==> config.mk <==
export PLATFORM = sky130hd
export DESIGN_NAME = led_7seg_mux_counter
export DESIGN_NICKNAME = d
export VERILOG_FILES = /design/src/rtl/led_7seg_mux_counter.sv
export SDC_FILE = /design/constraint.sdc
export NUM_CORES = 1
export LEC_CHECK = 0
export CORE_MARGIN = 4
export CORE_UTILIZATION = 35
export CTS_CLUSTER_SIZE = 16
export DETAILED_ROUTE_END_ITERATION = 12
export MAX_ROUTING_LAYER = met4
export PLACE_DENSITY = 0.64
export SLEW_MARGIN = 25
export SYNTH_ARGS = -nofsm -noshare
export SYNTH_HDL_FRONTEND = slang
export SYNTH_SLANG_ARGS = --single-unit
==> constraint.sdc <==
create_clock -name clk -period 4.03 [get_ports clk]
set_input_delay 1.0075 -clock clk [delete_from_list [all_inputs] [get_ports clk]]
set_output_delay 1.0075 -clock clk [all_outputs]
set_load 0.01 [all_outputs]
==> src/rtl/led_7seg_mux_counter.sv <==
// Multi-digit BCD up/down counter with a prescaled step and a time-multiplexed
// 7-segment drive. It has one shared segment bus and one select line per digit.
module led_7seg_mux_counter #(
    parameter int NUM_DIGITS      = 4,
    parameter int PRESCALE        = 133_000_000,
    parameter int SCAN_DIV        = 133_000,
    parameter int SEG_ACTIVE_HIGH = 1,
    parameter int DIG_ACTIVE_HIGH = 0,
    parameter int LZB             = 1
) (
    input  logic                    clk,
    input  logic                    rst_n,
    input  logic                    en,
    input  logic                    up_dn,
    input  logic                    load,
    input  logic [4*NUM_DIGITS-1:0] load_val,
    input  logic [NUM_DIGITS-1:0]   dp,
    output logic [4*NUM_DIGITS-1:0] count,
    output logic                    wrap,
    output logic [7:0]              seg,
    output logic [NUM_DIGITS-1:0]   dig
);

    localparam int PW = $clog2(PRESCALE);
    localparam int SW = $clog2(SCAN_DIV);
    localparam int IW = (NUM_DIGITS > 1) ? $clog2(NUM_DIGITS) : 1;

    localparam logic [PW-1:0] PRE_MAX  = PW'(PRESCALE - 1);
    localparam logic [SW-1:0] SCAN_MAX = SW'(SCAN_DIV - 1);
    localparam logic [IW-1:0] IDX_MAX  = IW'(NUM_DIGITS - 1);

    localparam logic [7:0]            SEG_OFF = (SEG_ACTIVE_HIGH != 0) ? 8'h00 : 8'hFF;
    localparam logic [NUM_DIGITS-1:0] DIG_OFF = (DIG_ACTIVE_HIGH != 0) ?
                                                {NUM_DIGITS{1'b0}} : {NUM_DIGITS{1'b1}};

    logic [PW-1:0]           pre_cnt;
    logic [SW-1:0]           scan_cnt;
    logic [IW-1:0]           scan_idx;
    logic                    tick;
    logic                    carry;
    logic [3:0]              cur_d;
    logic [4*NUM_DIGITS-1:0] count_step;
    logic [4*NUM_DIGITS-1:0] load_sat;
    logic                    zero_run;
    logic [NUM_DIGITS-1:0]   blank;
    logic [3:0]              sel_digit;
    logic                    sel_dp;
    logic                    sel_blank;
    logic [NUM_DIGITS-1:0]   dig_sel;
    logic [7:0]              glyph;
    logic [7:0]              seg_raw;

    function automatic logic [7:0] seg_table(input logic [3:0] d);
        case (d)
            4'd0:    seg_table = 8'hFC;
            4'd1:    seg_table = 8'h60;
            4'd2:    seg_table = 8'hDA;
            4'd3:    seg_table = 8'hF2;
            4'd4:    seg_table = 8'h66;
            4'd5:    seg_table = 8'hB6;
            4'd6:    seg_table = 8'hBE;
            4'd7:    seg_table = 8'hE0;
            4'd8:    seg_table = 8'hFE;
            4'd9:    seg_table = 8'hF6;
            default: seg_table = 8'h00;
        endcase
    endfunction

    assign tick = en && (pre_cnt == PRE_MAX);

    // The carry ripples only while lower digits roll over. The final carry marks a full-chain wrap.
    always_comb begin
        carry      = 1'b1;
        cur_d      = 4'd0;
        count_step = count;
        load_sat   = load_val;
        for (int i = 0; i < NUM_DIGITS; i++) begin
            cur_d = count[4*i +: 4];
            if (carry) begin
                if (up_dn) begin
                    if (cur_d == 4'd9) begin
                        count_step[4*i +: 4] = 4'd0;
                    end else begin
                        count_step[4*i +: 4] = cur_d + 4'd1;
                        carry = 1'b0;
                    end
                end else begin
                    if (cur_d == 4'd0) begin
                        count_step[4*i +: 4] = 4'd9;
                    end else begin
                        count_step[4*i +: 4] = cur_d - 4'd1;
                        carry = 1'b0;
                    end
                end
            end
            if (load_val[4*i +: 4] > 4'd9) begin
                load_sat[4*i +: 4] = 4'd9;
            end
        end
    end

    always_ff @(posedge clk or negedge rst_n) begin
        if (!rst_n) begin
            pre_cnt <= '0;
            count   <= '0;
            wrap    <= 1'b0;
        end else begin
            wrap <= 1'b0;
            if (load) begin
                count   <= load_sat;
                pre_cnt <= '0;
            end else if (tick) begin
                count   <= count_step;
                pre_cnt <= '0;
                wrap    <= carry;
            end else if (en) begin
                pre_cnt <= pre_cnt + PW'(1);
            end
        end
    end

    // A digit is a leading zero when it and every digit above it are zero. Digit 0 always shows.
    always_comb begin
        zero_run = 1'b1;
        blank    = '0;
        for (int i = NUM_DIGITS - 1; i > 0; i--) begin
            zero_run = zero_run && (count[4*i +: 4] == 4'd0);
            blank[i] = (LZB != 0) && zero_run;
        end
    end

    always_comb begin
        sel_digit = 4'd0;
        sel_dp    = 1'b0;
        sel_blank = 1'b0;
        dig_sel   = '0;
        for (int i = 0; i < NUM_DIGITS; i++) begin
            if (scan_idx == IW'(i)) begin
                sel_digit  = count[4*i +: 4];
                sel_dp     = dp[i];
                sel_blank  = blank[i];
                dig_sel[i] = 1'b1;
            end
        end
        glyph   = sel_blank ? 8'h00 : seg_table(sel_digit);
        seg_raw = {glyph[7:1], sel_dp};
    end

    always_ff @(posedge clk or negedge rst_n) begin
        if (!rst_n) begin
            scan_cnt <= '0;
            scan_idx <= '0;
            seg      <= SEG_OFF;
            dig      <= DIG_OFF;
        end else begin
            seg <= (SEG_ACTIVE_HIGH != 0) ? seg_raw : ~seg_raw;
            dig <= (DIG_ACTIVE_HIGH != 0) ? dig_sel : ~dig_sel;
            if (scan_cnt == SCAN_MAX) begin
                scan_cnt <= '0;
                scan_idx <= (scan_idx == IDX_MAX) ? '0 : scan_idx + IW'(1);
            end else begin
                scan_cnt <= scan_cnt + SW'(1);
            end
        end
    end

endmodule

# [Word level (Yosys, flattened, before mapping)]
# Memory sizes are Yosys's and may differ from the RTL's.
# Index checks and enable logic that the tools add are counted.
[op_classes] add_sub_neg=11 n_lt_le_gt_ge=4 n_eq_ne=9 muxes=59 n_bitwise=1 reduce_logical=16
[op_table] op="4-bit two-way mux" count=23
[op_table] op="27-bit two-way mux" count=3
[op_table] op="16-bit two-way mux" count=2
[op_table] op="1-bit two-way mux" count=28
[op_table] op="27-bit by 1-bit adder with 27-bit output, second input constant" count=1
[op_table] op="27-bit == test, second input constant" count=1
[op_table] op="18-bit by 1-bit adder with 18-bit output, second input constant" count=1
[op_table] op="18-bit == test, second input constant" count=1
[op_table] op="18-bit two-way mux" count=1
[op_table] op="4-bit by 1-bit adder with 4-bit output, second input constant" count=4
[op_table] op="4-bit == test, second input constant" count=4
[op_table] op="4-bit > comparator, second input constant" count=4
[op_table] op="4-bit zero test" count=4
[op_table] op="4-bit by 1-bit subtractor with 4-bit output, second input constant" count=4
[op_table] op="8-bit two-way mux" count=1
[op_table] op="2-bit nonzero test" count=4
[op_table] op="2-bit AND reduction" count=3
[op_table] op="2-bit == test, second input constant" count=2
[op_table] op="4-bit NOT" count=1
[op_table] op="1-bit logical AND" count=3
[op_table] op="3-bit nonzero test" count=1
[op_table] op="2-bit by 1-bit adder with 2-bit output, second input constant" count=1
[op_table] op="2-bit by 1-bit == test with 1-bit output, second input constant" count=1
[op_table] op="2-bit zero test" count=1
[op_table] op="2-bit two-way mux" count=1
[word_totals] ff_bits=76 romBits=112 output_inout_bits=29 word_cells=111 mem_count=1
[mem_list] memory="(name not given)" words=16 width=7 rd=1 rd_ports_with_merged_regs=0 wr=0 line_no="54" rtl="case (d)"

# [Logic depth before layout (Yosys ltp)]
# Gate-level depths: netlist (run 1).
[depth] ltp_word=8 mapped_depth=11 depth_no_buf=10

# [Worst setup path before layout (run 1)]
# Ideal clock, no wire load.
[synth_timing] kind="input to register" from="input en" to="register count[3]" setup_time_ns=0.126 arrival_time_ns=2.715 required_time_ns=3.904 setup_slack_ns=1.189 stages=6 path_cell_list="clkbuf_1 > nand3_1 > nor4_4 > nand2_2 > a211o_1 > o32a_1"
[synth_via] elab_chain_len=2
[synth_rtl] item="from (decl)" line_no="13" rtl="input logic en,"
[synth_rtl] item="1-bit logical AND" line_no="69" rtl="assign tick = en && (pre_cnt == PRE_MAX);"
[synth_rtl] item="2-bit nonzero test (no line)"
[synth_rtl] item="to (signal assigned)" line_no="110" rtl="count <= load_sat;"
[synth_rtl] item="to (signal assigned)" line_no="113" rtl="count <= count_step;"
[synth_rtl] item="to (decl)" line_no="18" rtl="output logic [4*NUM_DIGITS-1:0] count,"
# Every way passes these cells.
# A chain may end at the register's enable or synchronous reset.

# [Worst setup path in the final report (run 1)]
# Ends and elaborated chain as after synthesis.

==> impl_metrics.env, run 1 <==
export IMPL_grt_overflow=0
export IMPL_max_freq_mhz=333
export IMPL_clkTransAtPathRegs_ns=0.06
export IMPL_syn_avg_cell_area_um2=8.78
export IMPL_p_leak_nw=2.29
export IMPL_vias=4105
export IMPL_worst_setup_path_type="primary input to register"
export IMPL_postLayoutCellArea_um2=5760
export IMPL_hold_path_class="register to register"
export IMPL_fin_hold_ws_ns=0.460
export IMPL_totalWireLength_um=11200
export IMPL_netlist_area_um2=4770
export IMPL_nNetsFinal=616
export IMPL_antenna_cells=0
export IMPL_synth_distinct_cells=68
export IMPL_async_flop_share_pct=100
export IMPL_grt_start_max_net_pins=77
export IMPL_peakVddDrop_v=0.000169
export IMPL_place_gp_congestion=0.865
export IMPL_area_growth_pct=20.9
export IMPL_cts_resized=0
export IMPL_fin_crit_ns=3.01
export IMPL_cts_made_buffers=9
export IMPL_wl_per_cell_um=14.8
export IMPL_netSwitchingPower_mw=0.505
export IMPL_ys_seq_area_share_pct=40.0
export IMPL_clk_latency_ns=0.34
export IMPL_viasPerCell=5.39
export IMPL_cts_root_buffer="clkbuf_16"
export IMPL_synthFlopType="dfrtp_1"
export IMPL_clockPowerShare_pct=44.5
export IMPL_synthTopCellsByArea="dfrtp_1 38%, xnor2_1 5.3%, nand3_1 4.2%"
export IMPL_fp_dieH_um=125
export IMPL_synth_top_cell_by_area="dfrtp_1"
export IMPL_relSlewSlack_pct=52.6
export IMPL_worst_pin_slew_ns=0.709
export IMPL_grt_pass1_wl_um=19000
export IMPL_cts_hold_buf=0
export IMPL_setup_tns_ns=0
export IMPL_combPwrFrac_pct=13.6
export IMPL_switching_share_pct=24.9
export IMPL_setup_viol=0
export IMPL_power_density_nw_per_um2=352
export IMPL_rr_endpoint="count[3]$_DFFE_PN0P_"
export IMPL_die_w_um=125
export IMPL_internal_power_mw=1.53
export IMPL_layout_drive_gt1_share_pct=6.50
export IMPL_r2r_start="pre_cnt[7]$_DFFE_PN0P_"
export IMPL_cp_end_kind="register"
export IMPL_drv_cap=0
export IMPL_status="finished clean"
export IMPL_hold_path_depth=1
export IMPL_post_cts_buffers=0
export IMPL_io_pins=54
export IMPL_cts_max_level=3
export IMPL_drc=0
export IMPL_synth_top_area_share_pct=37.8
export IMPL_first_pass_iters=5
export IMPL_fillCellCount=1304
export IMPL_final_hold_viol_count=0
export IMPL_clockBufferDepth=2
export IMPL_syn_inst=543
export IMPL_synth_edf_count=0
export IMPL_crit_required_ns=4.26
export IMPL_reg2regPathDepth=5
export IMPL_core_area_um2=13300
export IMPL_clock_skew_ns=0.00822
export IMPL_cts_tree="yes"
export IMPL_place_area_um2=5420
export IMPL_track_usage_pct=15.1
export IMPL_yosys_warnings=0
export IMPL_cts_sinks=76
export IMPL_hp_start="scan_cnt[0]$_DFF_PN0_"
export IMPL_crit_path_start_kind="primary input"
export IMPL_hold_path_end="scan_cnt[0]$_DFF_PN0_"
export IMPL_p_seq_share_pct=41.8
export IMPL_grt_pass1_vias=3924
export IMPL_row_count=42
export IMPL_finalPower_mw=2.03
export IMPL_start_util_pct=35.9
export IMPL_ant_nets=0
export IMPL_critPathMaxFanout=10
export IMPL_slew_viol_final=0
export IMPL_drt_initial_drc_count=359
export IMPL_rsz0062_at_grt="no"
export IMPL_ff2ff_setup_slack_ns=1.39
export IMPL_crit_arrival_ns=3.24
export IMPL_io_buffers=53
export IMPL_ys_seq_elements=76
export IMPL_antenna_found_initial=0
export IMPL_period_share_pct=74.6
export IMPL_synthesis_nets=579
export IMPL_hpwl_um=7920
export IMPL_die_area_um2=15600
## area by class of cell
class / instances / area (um^2) / area share, %
clock inverters: 4 / 70.1 / 1.22
inverters: 23 / 86.3 / 1.50
well taps: 176 / 220 / 3.82
repair buffers: 59 / 577 / 10.0
multi-input cells: 411 / 2640 / 45.7
clock buffers: 12 / 267 / 4.62
flip-flops and latches: 76 / 1910 / 33.1
## flip-flops by register name, indices dropped and copies added (netlist names)
name	cells
scan_idx	2
pre_cnt	27
scan_cnt	18
count	16
dig	4
seg	8
wrap	1
## logic make-up after synthesis
group,count (synthesis),synth area share [%]
adder cells (fa/ha/maj),11,2.89
multiplexers,8,1.71
AO/OA/AOI/OAI,123,16.4
AND/OR/NAND/NOR,222,25.6
flip-flops,76,40.0
XOR/XNOR,47,8.63
buffers and inverters,56,4.72
## power groups by stage
stage | Sequential [mW] | Clock [mW] | Combinational, mW
floorplan | 0.836 | 0 | 0.172
global placement | 0.860 | 0 | 0.276
detailed placement | 0.862 | 0 | 0.278
CTS | 0.848 | 0.926 | 0.280
global route | 0.856 | 0.965 | 0.307
finish | 0.849 | 0.904 | 0.277
## synth_stat cells, drive strengths merged, types with 5 or more instances
library cell   n
inv           22
o21a           6
mux2i          7
dfrtp         72
and4           6
a21oi         29
nor2b          6
buf            6
xnor2         29
nand3         40
a21boi         5
nand3b         9
or3            9
xor2          18
nand2         34
nand4         15
o21ai         41
nor4          14
nor2          46
nand2b         6
clkbuf        27
nor3          15
and3           6
ha            11
## worst max-delay path by stage
stage          cells after the start                    to  startpoint  slack, ns
4_1_cts                            6  count[3]$_DFFE_PN0P_          en       1.06
3_5_place_dp                       6  count[3]$_DFFE_PN0P_          en       0.69
2_1_floorplan                      6  count[3]$_DFFE_PN0P_          en       1.19
6_report                           6  count[3]$_DFFE_PN0P_          en       1.02
5_1_grt                            6  count[3]$_DFFE_PN0P_          en       0.90
3_3_place_gp                       6  count[3]$_DFFE_PN0P_          en       0.76
## worst max-delay path: stages
cell and delay (ns):
clkdlybuf4s50_1 0.50, nand3_1 0.16, nor4_4 0.60, nand2_2 0.28, a211o_1 0.35, o32a_1 0.33
## layout by cell type, fill, tap and decap left out, drive strengths merged, types with 5 or more instances in the layout
master and n:
dfrtp 72, clkdlybuf4s50 52, nor2 46, o21ai 41
nand3 40, nand2 34, xnor2 29, a21oi 29
inv 22, xor2 18, nand4 15, nor3 15
nor4 14, clkbuf 12, ha 11, nand3b 9
or3 9, mux2i 7, buf 7, and3 6
nor2b 6, o21a 6, nand2b 6, and4 6
a21boi 5
## metal layers
metal	up-vias	routed length (um)	GRT usage, %
met5	-	0	-
met1	1973	5360	19.2
li1	2034	-	-
met2	80	5200	23.3
met4	0	197	5.54
met3	18	481	3.82
## metrics by stage
| step | util (%) | worst slack [ns] | cells |
|---|---|---|---|
| after floorplan | - | 1.19 | 543 |
| after global placement | 40.8 | 0.762 | 745 |
| after detailed placement | 40.8 | 0.686 | 745 |
| after CTS | 43.3 | 1.06 | 761 |
| after global routing | 43.3 | 0.898 | 761 |
| final | 43.3 | 1.02 | 761 |
Power figures use the tool's default switching activity.
==> inputs of run 2 (changes only) <==
Clock period 4.03 ns to 3 ns, I/O delays scaled along.
==> run 2 against run 1 <==
Combinational power rose by 43%. Count of clock-buffer cells in the layout did not move. Non-clock buffer count rose by 10. Sequential power rose by 33%. Critical path depth rose by 2. Die area did not move. Flip-flop and latch count did not move. Setup slack got worse by 0.62 ns. Critical path type unchanged. Largest cell class unchanged.
==> impl_metrics.env, run 2 (same netlist as run 1, synthesis figures left out) <==
export IMPL_reg_top3="pre_cnt x27, scan_cnt x18, count x16"
export IMPL_totalWireLength_um=11600
export IMPL_grt_overflow=0
export IMPL_setup_viol=0
export IMPL_cts_root_buffer="clkbuf_16"
export IMPL_start_util_pct=35.9
export IMPL_clk_latency_ns=0.34
export IMPL_largest_reg_flops=27
export IMPL_crit_required_ns=3.27
export IMPL_layout_common_cells="72 x dfrtp_1, 52 x clkdlybuf4s50_1, 46 x nor2_1"
export IMPL_area_growth_pct=21.9
export IMPL_track_usage_pct=15.6
export IMPL_drc=0
export IMPL_worst_pin_slew_ns=0.681
export IMPL_cts_max_level=3
export IMPL_drt_initial_drc_count=301
export IMPL_io_pins=54
export IMPL_dp_cells=755
export IMPL_stdcell_count=771
export IMPL_cp_end_kind="register"
export IMPL_crit_path_start_kind="primary input"
export IMPL_first_pass_iters=5
export IMPL_hpwl_um=8270
export IMPL_clockBufferDepth=2
export IMPL_relSlewSlack_pct=54.4
export IMPL_cts_made_buffers=9
export IMPL_die_w_um=125
export IMPL_drv_cap=0
export IMPL_die_area_um2=15600
export IMPL_cts_tree="yes"
export IMPL_max_freq_mhz=385
export IMPL_cts_hold_buf=0
export IMPL_final_common_cell="dfrtp_1"
export IMPL_peakVddDrop_v=0.000284
export IMPL_grt_pass1_vias=4142
export IMPL_io_buffers=53
export IMPL_setup_tns_ns=0
export IMPL_grt_start_max_net_pins=77
export IMPL_status="finished clean"
export IMPL_post_cts_buffers=0
export IMPL_grt_pass1_wl_um=19900
export IMPL_vias=4182
export IMPL_antenna_cells=0
export IMPL_layout_drive_gt1_share_pct=7.73
export IMPL_viasPerCell=5.42
export IMPL_p_leak_nw=2.31
export IMPL_regMostFlops="pre_cnt"
export IMPL_final_hold_viol_count=0
export IMPL_worst_setup_path_type="primary input to register"
export IMPL_critPathMaxFanout=21
export IMPL_row_count=42
export IMPL_hold_path_class="primary input to async pin"
export IMPL_antenna_found_initial=0
export IMPL_period_share_pct=86.5
export IMPL_rsz0062_at_grt="no"
export IMPL_cts_sinks=76
export IMPL_clkTransAtPathRegs_ns=0.06
export IMPL_fp_dieH_um=125
export IMPL_slew_viol_final=0
export IMPL_wl_per_cell_um=15.0
export IMPL_core_area_um2=13300
export IMPL_place_gp_congestion=0.877
export IMPL_cts_resized=0
export IMPL_nNetsFinal=626
export IMPL_fin_crit_ns=2.59
export IMPL_ant_nets=0
export IMPL_crit_arrival_ns=2.86
export IMPL_power_density_nw_per_um2=451
export IMPL_clock_skew_ns=0.00983
## run 2: cell type report
cell class | instances | area (um^2)
sequential | 76 | 1910
timing repair buffer | 69 | 664
inverter | 23 | 86.3
clock inverter | 4 | 50.0
clock buffer | 12 | 246
tap | 176 | 220
multi-input combinational | 411 | 2640
fill | 1302 | 7480
## run 2: path summary, 6_finish.rpt
kind / from / to / slack (ns) / cells past startpoint
worst max register to register: scan_idx[1]$_DFFE_PN0N_ / seg[4]$_DFF_PN0_ / 0.45 / 10
worst min register to register: scan_cnt[0]$_DFF_PN0_ / scan_cnt[0]$_DFF_PN0_ / 0.45 / 1
min in group clk: scan_cnt[0]$_DFF_PN0_ / scan_cnt[0]$_DFF_PN0_ / 0.45 / 1
worst min-delay path: rst_n / count[1]$_DFFE_PN0P_ / 0.43 / 1
worst max-delay path: up_dn / count[15]$_DFFE_PN0P_ / 0.41 / 8
max in group asynchronous: rst_n / pre_cnt[11]$_DFFE_PN0P_ / 2.09 / 1
## run 2: per-stage QoR
step                hold WS (ns)  setup WS [ns]  area, um^2  util (%)  power, mW
floorplan                  0.424          0.416        4770         -       1.35
global placement           0.434          0.118        5510      41.4       1.54
global route               0.468          0.152        5810      43.7       2.75
CTS                        0.451          0.424        5810      43.7       2.66
detailed placement         0.442         0.0751        5510      41.4       1.55
finish                     0.433          0.406        5810      43.7       2.62
## run 2: where the power goes
| part | total [mW] | internal (mW) | switching [mW] |
|---|---|---|---|
| clock | 1.09 | 0.666 | 0.426 |
| sequential | 1.13 | 1.06 | 0.0690 |
| combinational | 0.395 | 0.204 | 0.191 |
| total | 2.62 | 1.93 | 0.686 |
## run 2: routing by layer
metal	up-vias	routed length, um	track usage, %	share of wire, %
li1	2052	-	-	-
met1	2049	5240	18.4	45
met2	73	5730	26.1	50
met3	8	472	4.12	4.1
met4	0	118	5.03	1.0
met5	-	0	-	0
## run 2: worst max-delay path, stage by stage
cell and delay [ns]:
clkdlybuf4s50_1 0.55, buf_4 0.26, nand3_1 0.10, a211oi_1 0.32, nand4_1 0.30, buf_4 0.27
o21ba_2 0.21, o21ai_1 0.12
